$ cat src/rtl/counter_window_arbiter_pkg.sv
// Shared definitions for the counter window arbiter.
//   state_e  : window FSM states (IDLE -> CLEAR -> RUN -> REPORT -> IDLE)
//   wrap_inc : increment with wrap at n, used for the round-robin pointer
package cwa_pkg;

  typedef enum logic [1:0] {
    IDLE   = 2'd0,
    CLEAR  = 2'd1,
    RUN    = 2'd2,
    REPORT = 2'd3
  } state_e;

  function automatic int wrap_inc(input int v, input int n);
    return (v + 1 >= n) ? 0 : v + 1;
  endfunction

endpackage

$ cat src/rtl/counter_window_arbiter_rr_arbiter.sv
// Combinational round-robin arbiter.
// Picks the first set request at or after ptr_i, wrapping past the top.
// Ports:
//   req_i   [NREQ-1:0] request vector
//   ptr_i   [IW-1:0]   highest-priority index this round
//   gnt_o   [NREQ-1:0] one-hot grant, zero when no request
//   idx_o   [IW-1:0]   index of the granted request (0 when none)
//   valid_o            at least one request present
module rr_arbiter #(
  parameter int NREQ = 4,
  localparam int IW  = (NREQ > 1) ? $clog2(NREQ) : 1
) (
  input  logic [NREQ-1:0] req_i,
  input  logic [IW-1:0]   ptr_i,
  output logic [NREQ-1:0] gnt_o,
  output logic [IW-1:0]   idx_o,
  output logic            valid_o
);

  always_comb begin
    logic          found;
    logic [IW-1:0] cand;
    gnt_o   = '0;
    idx_o   = '0;
    valid_o = 1'b0;
    found   = 1'b0;
    cand    = '0;
    for (int off = 0; off < NREQ; off++) begin
      cand = IW'((int'(ptr_i) + off) % NREQ);
      if (!found && req_i[cand]) begin
        found       = 1'b1;
        gnt_o[cand] = 1'b1;
        idx_o       = cand;
      end
    end
    valid_o = found;
  end

endmodule

$ cat src/rtl/counter_window_arbiter.sv
// Shares one external up-counter between NREQ requesters. The winner of a
// round-robin pick gets the counter cleared, enabled for len cycles, and its
// captured count returned with a one-cycle done pulse.
// Handshake: req[i] is a level request that must stay high until done for
// that id; dropping it while its window runs cuts the window short (aborted).
// Ports:
//   clk, reset (sync, active-high)
//   req        [NREQ-1:0]       level requests
//   len        [NREQ*LEN_W-1:0] window lengths, slice i = len[i*LEN_W +: LEN_W]
//   grant      [NREQ-1:0]       one-hot current owner, 0 when idle
//   cnt_clear, cnt_enable       drives to the shared counter
//   cnt_value  [WIDTH-1:0]      shared counter output
//   done, done_id, aborted, result   completion report (valid with done)
//   state_dbg  [1:0]            current FSM state
module counter_window_arbiter
  import cwa_pkg::*;
#(
  parameter int NREQ  = 4,
  parameter int WIDTH = 8,
  parameter int LEN_W = 8,
  localparam int IW   = (NREQ > 1) ? $clog2(NREQ) : 1
) (
  input  logic                  clk,
  input  logic                  reset,
  input  logic [NREQ-1:0]       req,
  input  logic [NREQ*LEN_W-1:0] len,
  output logic [NREQ-1:0]       grant,
  output logic                  cnt_clear,
  output logic                  cnt_enable,
  input  logic [WIDTH-1:0]      cnt_value,
  output logic                  done,
  output logic [IW-1:0]         done_id,
  output logic                  aborted,
  output logic [WIDTH-1:0]      result,
  output logic [1:0]            state_dbg
);

  state_e            state_q, state_d;
  logic [NREQ-1:0]   grant_q, grant_d;
  logic [IW-1:0]     owner_q, owner_d;
  logic [IW-1:0]     ptr_q, ptr_d;
  logic [LEN_W-1:0]  remaining_q, remaining_d;
  logic              abort_q, abort_d;
  logic              done_q, done_d;
  logic [IW-1:0]     done_id_q, done_id_d;
  logic              aborted_q, aborted_d;
  logic [WIDTH-1:0]  result_q, result_d;

  logic [NREQ-1:0]   arb_gnt;
  logic [IW-1:0]     arb_idx;
  logic              arb_valid;
  logic [LEN_W-1:0]  len_arr [NREQ];

  for (genvar g = 0; g < NREQ; g++) begin : g_len
    assign len_arr[g] = len[g*LEN_W +: LEN_W];
  end

  rr_arbiter #(.NREQ(NREQ)) u_rr_arbiter (
    .req_i   (req),
    .ptr_i   (ptr_q),
    .gnt_o   (arb_gnt),
    .idx_o   (arb_idx),
    .valid_o (arb_valid)
  );

  always_comb begin
    state_d     = state_q;
    grant_d     = grant_q;
    owner_d     = owner_q;
    ptr_d       = ptr_q;
    remaining_d = remaining_q;
    abort_d     = abort_q;
    done_d      = 1'b0;
    done_id_d   = done_id_q;
    aborted_d   = aborted_q;
    result_d    = result_q;
    case (state_q)
      IDLE: begin
        if (arb_valid) begin
          grant_d     = arb_gnt;
          owner_d     = arb_idx;
          remaining_d = len_arr[arb_idx];
          abort_d     = 1'b0;
          state_d     = CLEAR;
        end
      end
      CLEAR: begin
        state_d = (remaining_q == '0) ? REPORT : RUN;
      end
      RUN: begin
        // Enable stays high through the cycle in which the owner's request
        // drops; the window ends at the following edge.
        remaining_d = remaining_q - LEN_W'(1);
        if (remaining_q == LEN_W'(1)) begin
          state_d = REPORT;
        end else if (!req[owner_q]) begin
          abort_d = 1'b1;
          state_d = REPORT;
        end
      end
      REPORT: begin
        // Counter is idle here, so cnt_value is the final window count.
        done_d    = 1'b1;
        done_id_d = owner_q;
        aborted_d = abort_q;
        result_d  = cnt_value;
        grant_d   = '0;
        ptr_d     = IW'(wrap_inc(int'(owner_q), NREQ));
        state_d   = IDLE;
      end
      default: state_d = IDLE;
    endcase
  end

  always_ff @(posedge clk) begin
    if (reset) begin
      state_q     <= IDLE;
      grant_q     <= '0;
      owner_q     <= '0;
      ptr_q       <= '0;
      remaining_q <= '0;
      abort_q     <= 1'b0;
      done_q      <= 1'b0;
      done_id_q   <= '0;
      aborted_q   <= 1'b0;
      result_q    <= '0;
    end else begin
      state_q     <= state_d;
      grant_q     <= grant_d;
      owner_q     <= owner_d;
      ptr_q       <= ptr_d;
      remaining_q <= remaining_d;
      abort_q     <= abort_d;
      done_q      <= done_d;
      done_id_q   <= done_id_d;
      aborted_q   <= aborted_d;
      result_q    <= result_d;
    end
  end

  assign grant      = grant_q;
  assign cnt_clear  = (state_q == CLEAR);
  assign cnt_enable = (state_q == RUN);
  assign done       = done_q;
  assign done_id    = done_id_q;
  assign aborted    = aborted_q;
  assign result     = result_q;
  assign state_dbg  = state_q;

endmodule

$ cat config.mk
export PLATFORM = sky130hd
export DESIGN_NAME = counter_window_arbiter
export DESIGN_NICKNAME = d
export VERILOG_FILES = /design/src/rtl/counter_window_arbiter_pkg.sv /design/src/rtl/counter_window_arbiter_rr_arbiter.sv /design/src/rtl/counter_window_arbiter.sv
export SDC_FILE = /design/constraint.sdc
export NUM_CORES = 1
export LEC_CHECK = 0
export CAP_MARGIN = 10
export CELL_PAD_IN_SITES_DETAIL_PLACEMENT = 1
export CELL_PAD_IN_SITES_GLOBAL_PLACEMENT = 2
export CORE_ASPECT_RATIO = 2
export CORE_MARGIN = 2
export CORE_UTILIZATION = 25
export DETAILED_ROUTE_END_ITERATION = 10
export PLACE_DENSITY_LB_ADDON = 0.1
export SLEW_MARGIN = 20
export SYNTH_ARGS = -nofsm -noshare
export SYNTH_HDL_FRONTEND = slang
export SYNTH_SLANG_ARGS = --single-unit
export TNS_END_PERCENT = 50
$ cat constraint.sdc
create_clock -name clk -period 3.7 [get_ports clk]
set_input_delay 0.74 -clock clk [delete_from_list [all_inputs] [get_ports clk]]
set_output_delay 0.74 -clock clk [all_outputs]
set_load 0.01 [all_outputs]
* Word-level counts from Yosys, hierarchy flattened
Index checks and enable logic that the tools add are counted.
** Word-level totals
- Register bits :: 31
- Logic and storage cells :: 105
- Bits of input ports :: 46
** Operators by class
- Reductions and logical operators :: 19
- Bitwise logic cells :: 4
- Muxes and demuxes :: 48
- Equal/unequal tests :: 8
- Order comparisons :: 11
- Add/sub/neg operators :: 5
** Operator list (count)
- 2-to-1 mux 8 bit :: 3
- 2-to-1 mux 4 bit :: 5
- 2-to-1 mux 1 bit :: 18
- binary-select mux 8 bit (select 2 bit) :: 1
- 2-to-1 mux 2 bit :: 8
- one-hot mux 8 bit (2 select lines) :: 1
- < comparator 2 x 3 -> 1 bit (second input constant) :: 5
- bitwise OR 4 bit :: 3
- binary-select mux 1 bit (select 2 bit) :: 5
- demux 1 bit (select 2 bit) :: 4
- equality test 8 x 1 -> 1 bit (second input constant) :: 1
- greater-or-equal comparator 2 x 1 -> 1 bit (second input constant) :: 4
- zero test 8 bit :: 1
- one-hot mux 2 bit (4 select lines) :: 1
- one-hot mux 4 bit (2 select lines) :: 1
- AND reduction 2 bit :: 4
- subtractor 8 x 1 -> 8 bit (second input constant) :: 1
- logical AND 1 bit :: 7
- greater-or-equal comparator 3 bit (second input constant) :: 2
- != test 2 bit (second input constant) :: 3
- adder 2 bit (second input constant) :: 2
- equality test 2 bit (second input constant) :: 2
- AND reduction 4 bit :: 1
- nonzero test 2 bit :: 2
- other kinds (8) :: 10

* Logic depth before layout (Yosys ltp)
Gate-level depths: netlist (run 1).
- Depth after elaboration :: 18
- Mapped depth :: 13
- Mapped depth without buffers :: 8

* By module
From an unflattened synthesis (run 1), not the netlist that was laid out.
** Unflattened totals
- Cells, all modules :: 223
- Area, all modules :: 2188.3 µm²
** By module, submodules not included
- counter_window_arbiter :: area each 1769.2 µm², times used 1, cells an instance 178
- rr_arbiter :: area each 419.2 µm², times used 1, cells an instance 45

* Worst setup path after synthesis (run 1)
Ideal clock, no wire load.
- Kind :: reg2reg
- Start point :: reg ptr_q[0]
- End point :: reg remaining_q[1]
- Slack :: 875 ps
- Cell stages (with the launch flop) :: 12
- Clock period less this slack :: 2825 ps
- Data required time :: 3548 ps
- Setup time :: 152 ps
- Arrival :: 2673 ps
- Cell sequence :: dfxtp_1 -> buf_2 -> buf_2 -> inv_2 -> ha_1 -> buf_2 -> mux2_2 -> mux2i_1 -> nor2_1 -> o21a_1 -> nor3_1 -> a221oi_1
** Between the ends
- Word-level cells in the longest chain between the ends :: 18
- Elaborated cells on any way between the ends :: 33
- Classes of those cells :: add/sub (3); eq/ne (1); mux (21); bitwise (1); reduce/logical (7)
** RTL lines
- from (decl) :: RTL line counter_window_arbiter.sv:41 : logic [IW-1:0] ptr_q, ptr_d;
- from (signal assigned) :: RTL line counter_window_arbiter.sv:131 : ptr_q <= ptr_d;
- branches (longest 18 deep; another with adder 2 x 1 -> 2 bit)
- to (signal assigned) :: RTL line counter_window_arbiter.sv:132 : remaining_q <= remaining_d;
- to (decl) :: RTL line counter_window_arbiter.sv:42 : logic [LEN_W-1:0] remaining_q, remaining_d;
Parallel ways; which one is timed is not known. The select of a mux whose other input is x is not followed.
A chain may end at the register's enable or synchronous reset.

* Worst setup path in the final report (run 1)
- Start point :: in req[1]
- End point :: reg remaining_q[1]
** Between the ends
- Word-level cells in the longest chain between the ends :: 18
- Elaborated cells on any way between the ends :: 30
- Classes of those cells :: eq/ne (1); mux (21); bitwise (1); reduce/logical (7)
** RTL lines
- from (decl) :: RTL line counter_window_arbiter.sv:25 : input logic [NREQ-1:0] req,
- binary-select mux 1 bit (select 2 bit) :: RTL line counter_window_arbiter_rr_arbiter.sv:30 : if (!found && req_i[cand]) begin
- 2-to-1 mux 1 bit (implied by the code) :: RTL line counter_window_arbiter_rr_arbiter.sv:30
- 2-to-1 mux 1 bit :: RTL line counter_window_arbiter_rr_arbiter.sv:30
- zero test 1 bit :: RTL line counter_window_arbiter_rr_arbiter.sv:30
- logical AND 1 bit :: RTL line counter_window_arbiter_rr_arbiter.sv:30
- 2-to-1 mux 1 bit :: RTL line counter_window_arbiter_rr_arbiter.sv:30
- zero test 1 bit :: RTL line counter_window_arbiter_rr_arbiter.sv:30
- logical AND 1 bit :: RTL line counter_window_arbiter_rr_arbiter.sv:30
- 2-to-1 mux 1 bit :: RTL line counter_window_arbiter_rr_arbiter.sv:30
- zero test 1 bit :: RTL line counter_window_arbiter_rr_arbiter.sv:30
- logical AND 1 bit :: RTL line counter_window_arbiter_rr_arbiter.sv:30
- 2-to-1 mux 2 bit :: RTL line counter_window_arbiter_rr_arbiter.sv:30
- NOT 2 -> 3 bit (implied by the code) :: RTL line counter_window_arbiter.sv:82 : remaining_d = len_arr[arb_idx];
- binary-select mux 8 bit (select 2 bit) :: RTL line counter_window_arbiter.sv:82
- 2-to-1 mux 8 bit (implied by the code) (2 in a row) :: RTL line counter_window_arbiter.sv:82
- 2-to-1 mux 8 bit :: RTL line counter_window_arbiter.sv:79 : if (arb_valid) begin
- one-hot mux 8 bit (2 select lines) :: RTL line counter_window_arbiter.sv:77 : case (state_q)
Several ways; a longest one is shown, not always the timed one. The select of a mux whose other input is x is not followed.

==> metrics.cfg, run 1 <==
[worst_setup_path]
rrSetupSlack_ps=990
crit_path_cell_trace=clkdlybuf4s50_1, nor4_1, buf_4, a21oi_1, buf_4, nor2_1, a311o_1, a221oi_1
crit_buf_inv=3
crit_fanout=11
worstPathArrival_ps=3250
path_common_cell=buf_4
worst_path_max_delay_cell=a21oi_1
crit_type=in2reg
critPathRequiredTime_ps=3890
start_kind=input pin
path_delay_family=compound AO/OA/AOI/OAI gates
worstSetupEndpointType=register
slowest_delay_ps=690

[cts]
cts_buffer_depth=2
ctsResizeCount=0
htreeDepth=2
cts_sinks=31
clk_pin_slew_ps=50
post_cts_buffers=0
cts_buffers=5
cts_root_buf=clkbuf_16
clk_latency_ps=280
cts_hold_buf=0
cts_tree=done

[timing]
finalHoldViolations=0
fin_crit_ps=3070
clock_skew_ps=3.14
fin_tns_setup_ps=0
grt_setup_unrepaired=false
maxSlewViolCount=0
maxSlewHeadroom=0.421
setup_violations=0
fmax_mhz=326
tightest_slew_ps=868
finalCritPeriodShare=0.829
setup_ws_ps=633

[finish]
multiInputGateArea_um2=1540
fin_nets=393
drive_gt1_frac=0.0816
fillers=1048
design_area_um2=3210
syn2layout_area_growth_pct=39.2
regArea_um2=621
diodes=0

[place]
dp_hpwl_mm=5.92
dp_slack_ps=302
io_buffers=65
gp_congestion=0.878
dpl-instance-area_um2=3040

[detailed_routing]
ant_nets=0
initialDrtViolationCount=83
firstDrtPassIters=4
avgRoutedWirePerCell_um=17.5
routed-via-count=2237
drc=0
wirelength_mm=7.57
viasPerCell=5.17

[grt]
grt_overflow=0
antenna_found_initial=0
grt_max_degree=23
grt_pass1_vias=2400
grt_usage=0.158
grt_pass1_wl_mm=12.3

[yosys]
synth.top_cell.area_share=0.269
yosys-top-cells-count=nor2_1 (35), mux2i_1 (32), dfxtp_1 (31)
synthTopCellsByArea=dfxtp_1 (27%), mux2i_1 (14%), ha_1 (9.2%), nor2_1 (5.7%), mux4_2 (2.9%)
ys_ff_latch=31
synth_seq_area_share=0.269
async_flop_share=0
yosys.area.top_type=dfxtp_1
synthFlopType=dfxtp_1
syn-num-nets=330
yosysMostFrequentCell=nor2_1
synth_area_um2=2310
ys_types=50
yosys_warnings=0
syn_avg_cell_area_um2=8.64
synth_edf_count=0
synth_cells=267

[power_and_ir_drop]
p_seq_frac=0.246
clockPowerShare=0.239
p_switching_uw=804
pwr-share-comb=0.515
swShare=0.392
p_int_uw=1250
power_leakage_uw=0.00126
p_per_area_nw_per_um2=639
ir_drop_uv=183

[die]
dieHeight_um=140
fp.dieArea_um2=10100
initial_core_util=0.258
row_count=49
num_io_pins=66
core_area_um2=8950
die_x_um=71.9

[flow_run]
maxCapViolCount=0

[status]
status=complete, no violations

[worst_hold_path]
min_path_type=reg2reg

[flip-flops by register name, summed over array words and instances (netlist names)]
name,cells
grant,4
owner_q,2
ptr_q,2
aborted,1
state_dbg,2
abort_q,1
done,1
done_id,2
remaining_q,8
result,8
[cells by family after synthesis]
group,synth area share
mux,0.183
compound gates,0.210
flops,0.269
simple gates,0.181
buf+inv,0.0646
fa+ha+maj,0.0922
[through the flow]
step	hold WS [ps]	std cells	total power, µW	utilization
global route	490	433	2230	0.359
CTS	463	433	2090	0.359
floorplan	455	267	1220	-
detailed placement	455	425	1590	0.339
global placement	448	425	1570	0.339
finish	456	433	2050	0.359
[final cells by class]
type | instances | area share
Multi-Input combinational cell | 209 | 0.479
Inverter | 9 | 0.0105
Clock inverter | 2 | 0.0109
Tap cell | 102 | 0.0398
Timing Repair Buffer | 74 | 0.224
Clock buffer | 6 | 0.0433
Sequential cell | 31 | 0.193
[power groups by stage]
stage | clock network, µW | logic, µW | registers [µW]
floorplan | 0 | 712 | 503
global placement | 0 | 1060 | 514
detailed placement | 0 | 1070 | 513
CTS | 507 | 1080 | 507
global route | 522 | 1190 | 519
finish | 491 | 1060 | 504
[routing by layer]
metal / global-route usage / part of all wire / up-vias
met3: 0.0224 / 0.032 / 12
met2: 0.311 / 0.58 / 40
met4: 0.0695 / 0.027 / 0
met5: 0 / 0 / -
met1: 0.154 / 0.36 / 1088
li1: - / - / 1097
[placed cells by master, fill, tap and decap left out, types with 4 or more instances in the layout]
cell type,netlist,layout
a211oi_1,4,4
a221oi_1,6,6
o21ai_0,9,9
clkbuf_16,0,5
dfxtp_1,31,31
nor2_1,35,35
a22o_1,4,4
nand2b_1,4,4
clkdlybuf4s50_1,0,65
nand3_1,4,4
mux2i_1,32,32
o21bai_1,6,6
buf_4,0,9
a22oi_1,5,5
nand2_1,17,17
nor3_1,6,6
ha_1,17,17
inv_1,8,8
and3_1,7,7
a21oi_1,13,13
[worst register-to-register path, cell delays in order, from the launching register on]
cell and delay [ps]:
dfxtp_1 340, inv_2 90, ha_1 480, mux4_2 460, a21oi_1 230, nor3_1 130, nor2_4 390, mux2i_1 150
a221oi_1 320
[path summary, 6_finish.rpt]
kind | cells after the start | end | from
setup / recovery | 8 | remaining_q[1] | req[1]
hold / removal | 2 | grant[2] | grant[2]
hold reg to reg | 2 | grant[2] | grant[2]
setup reg to reg | 8 | remaining_q[3] | ptr_q[0]
No activity file was read; power rests on OpenSTA's default activity.
==> inputs of run 2 (changes only) <==
==> constraint.sdc (replaced) <==
create_clock -name clk -period 3.19 [get_ports clk]
set_input_delay 0.638 -clock clk [delete_from_list [all_inputs] [get_ports clk]]
set_output_delay 0.638 -clock clk [all_outputs]
set_load 0.01 [all_outputs]
==> metrics.cfg, run 2 (same netlist as run 1, synthesis figures left out) <==
[timing]
grt_setup_unrepaired=false
maxSlewViolCount=0  ; unchanged
finalHoldViolations=0  ; unchanged
fmax_mhz=345
tightest_slew_ps=499  ; -369 ps
hold-worst-slack_ps=450  ; -5.68 ps
maxSlewHeadroom=0.664  ; +0.242
clock_skew_ps=6.15  ; +3.00 ps
fin_crit_ps=2900
setup_violations=0  ; unchanged
finalCritPeriodShare=0.910
setup_ws_ps=288  ; -345 ps

[finish]
layout_common_cells=clkdlybuf4s50_1 (65), nor2_1 (35), mux2i_1 (32)
design_area_um2=3260  ; +1.4%
final_common_cell=clkdlybuf4s50_1
drive_gt1_frac=0.0979  ; +0.0164
diodes=0  ; unchanged
layoutNonFillerInstCount=439  ; +1.4%
fin_nets=399  ; +1.5%
final_util=0.364  ; +0.00503
syn2layout_area_growth_pct=41.2

[die]
initial_core_util=0.258  ; unchanged
die_x_um=71.9  ; unchanged
fp.dieArea_um2=10100  ; unchanged
row_count=49  ; unchanged
core_area_um2=8950  ; unchanged
dieHeight_um=140  ; unchanged
num_io_pins=66  ; unchanged

[worst_setup_path]
crit_type=in2reg
crit_fanout=11  ; unchanged
worstSetupEndpointType=register
worstPathArrival_ps=3090  ; -160 ps
start_kind=input pin
critPathRequiredTime_ps=3380  ; -510 ps

[power_and_ir_drop]
power_leakage_uw=0.00129  ; +2.3%
p_int_uw=1470  ; +18%
p_per_area_nw_per_um2=747  ; +17%
swShare=0.394  ; +0.00201
ir_drop_uv=231  ; +27%
pwr-share-comb=0.519  ; +0.004
p_switching_uw=958  ; +19%
p_seq_frac=0.242  ; -0.004
clockPowerShare=0.238  ; about the same

[grt]
grt_overflow=0  ; unchanged
grt_pass1_vias=2343  ; -2.4%
grt_usage=0.159  ; +0.000994
grt_max_degree=23  ; unchanged
antenna_found_initial=0  ; unchanged
grt_pass1_wl_mm=12.2  ; -0.56%

[detailed_routing]
drc=0  ; unchanged
firstDrtPassIters=4  ; unchanged
ant_nets=0  ; unchanged
wirelength_mm=7.74  ; +2.2%
initialDrtViolationCount=75  ; -9.6%
avgRoutedWirePerCell_um=17.6  ; +0.78%
routed-via-count=2255  ; +0.80%
viasPerCell=5.14  ; -0.57%

[place]
io_buffers=65  ; unchanged
dp_cells=431  ; +1.4%
gp_congestion=0.830  ; -5.4%
dp_hpwl_mm=6.14  ; +3.7%
dpl-instance-area_um2=3080  ; +1.5%
dp_slack_ps=-46.6  ; -349 ps

[cts]
cts_buffer_depth=2  ; unchanged
htreeDepth=2  ; unchanged
clk_latency_ps=280  ; about the same
cts_sinks=31  ; unchanged
ctsResizeCount=0  ; unchanged
cts_tree=done
cts_hold_buf=0  ; unchanged
cts_buffers=5  ; unchanged
cts_root_buf=clkbuf_16
post_cts_buffers=0  ; unchanged
clk_pin_slew_ps=60  ; about the same

[worst_hold_path]
min_path_type=reg2reg

[flow_run]
maxCapViolCount=0  ; unchanged

[status]
status=complete, no violations

run 2: final cells by class:
type	instances	area, µm²
fill	1055	5700
multi-input combinational	209	1540
timing repair buffer	80	763
sequential	31	621
clock buffer	6	139
tap	102	128
clock inverter	2	35.0
inverter	9	33.8
run 2: power by group through the flow:
stage               logic, µW  clock network, µW  registers, µW
floorplan                 826                  0            583
global placement         1280                  0            597
detailed placement       1290                  0            598
CTS                      1290                597            591
global route             1400                608            604
finish                   1260                579            589
run 2: path summary, 6_finish.rpt:
kind / start / end / slack, ps / depth (start not counted)
max: req[3] / remaining_q[4] / 290 / 7
min: grant[2] / grant[2] / 450 / 2
max reg2reg: ptr_q[0] / remaining_q[4] / 450 / 8
min reg2reg: grant[2] / grant[2] / 450 / 2
run 2: routing by layer:
layer	GRT usage	wire (µm)	up-vias
li1	-	-	1108
met4	0.0665	238	0
met1	0.145	2650	1085
met5	0	0	-
met2	0.326	4640	45
met3	0.0239	215	17
run 2: through the flow:
step	TNS [ps]	total power, µW
2_1_floorplan	0	1410
3_3_place_gp	0	1870
3_5_place_dp	-152	1880
4_1_cts	0	2480
5_1_grt	0	2610
6_report	0	2430
run 2: worst max-delay path, cell delays in order:
cell,delay (ps)
clkdlybuf4s50_1,560
mux4_2,630
a21oi_1,240
nor3_1,140
nor2_4,410
mux2i_1,160
a221oi_1,300
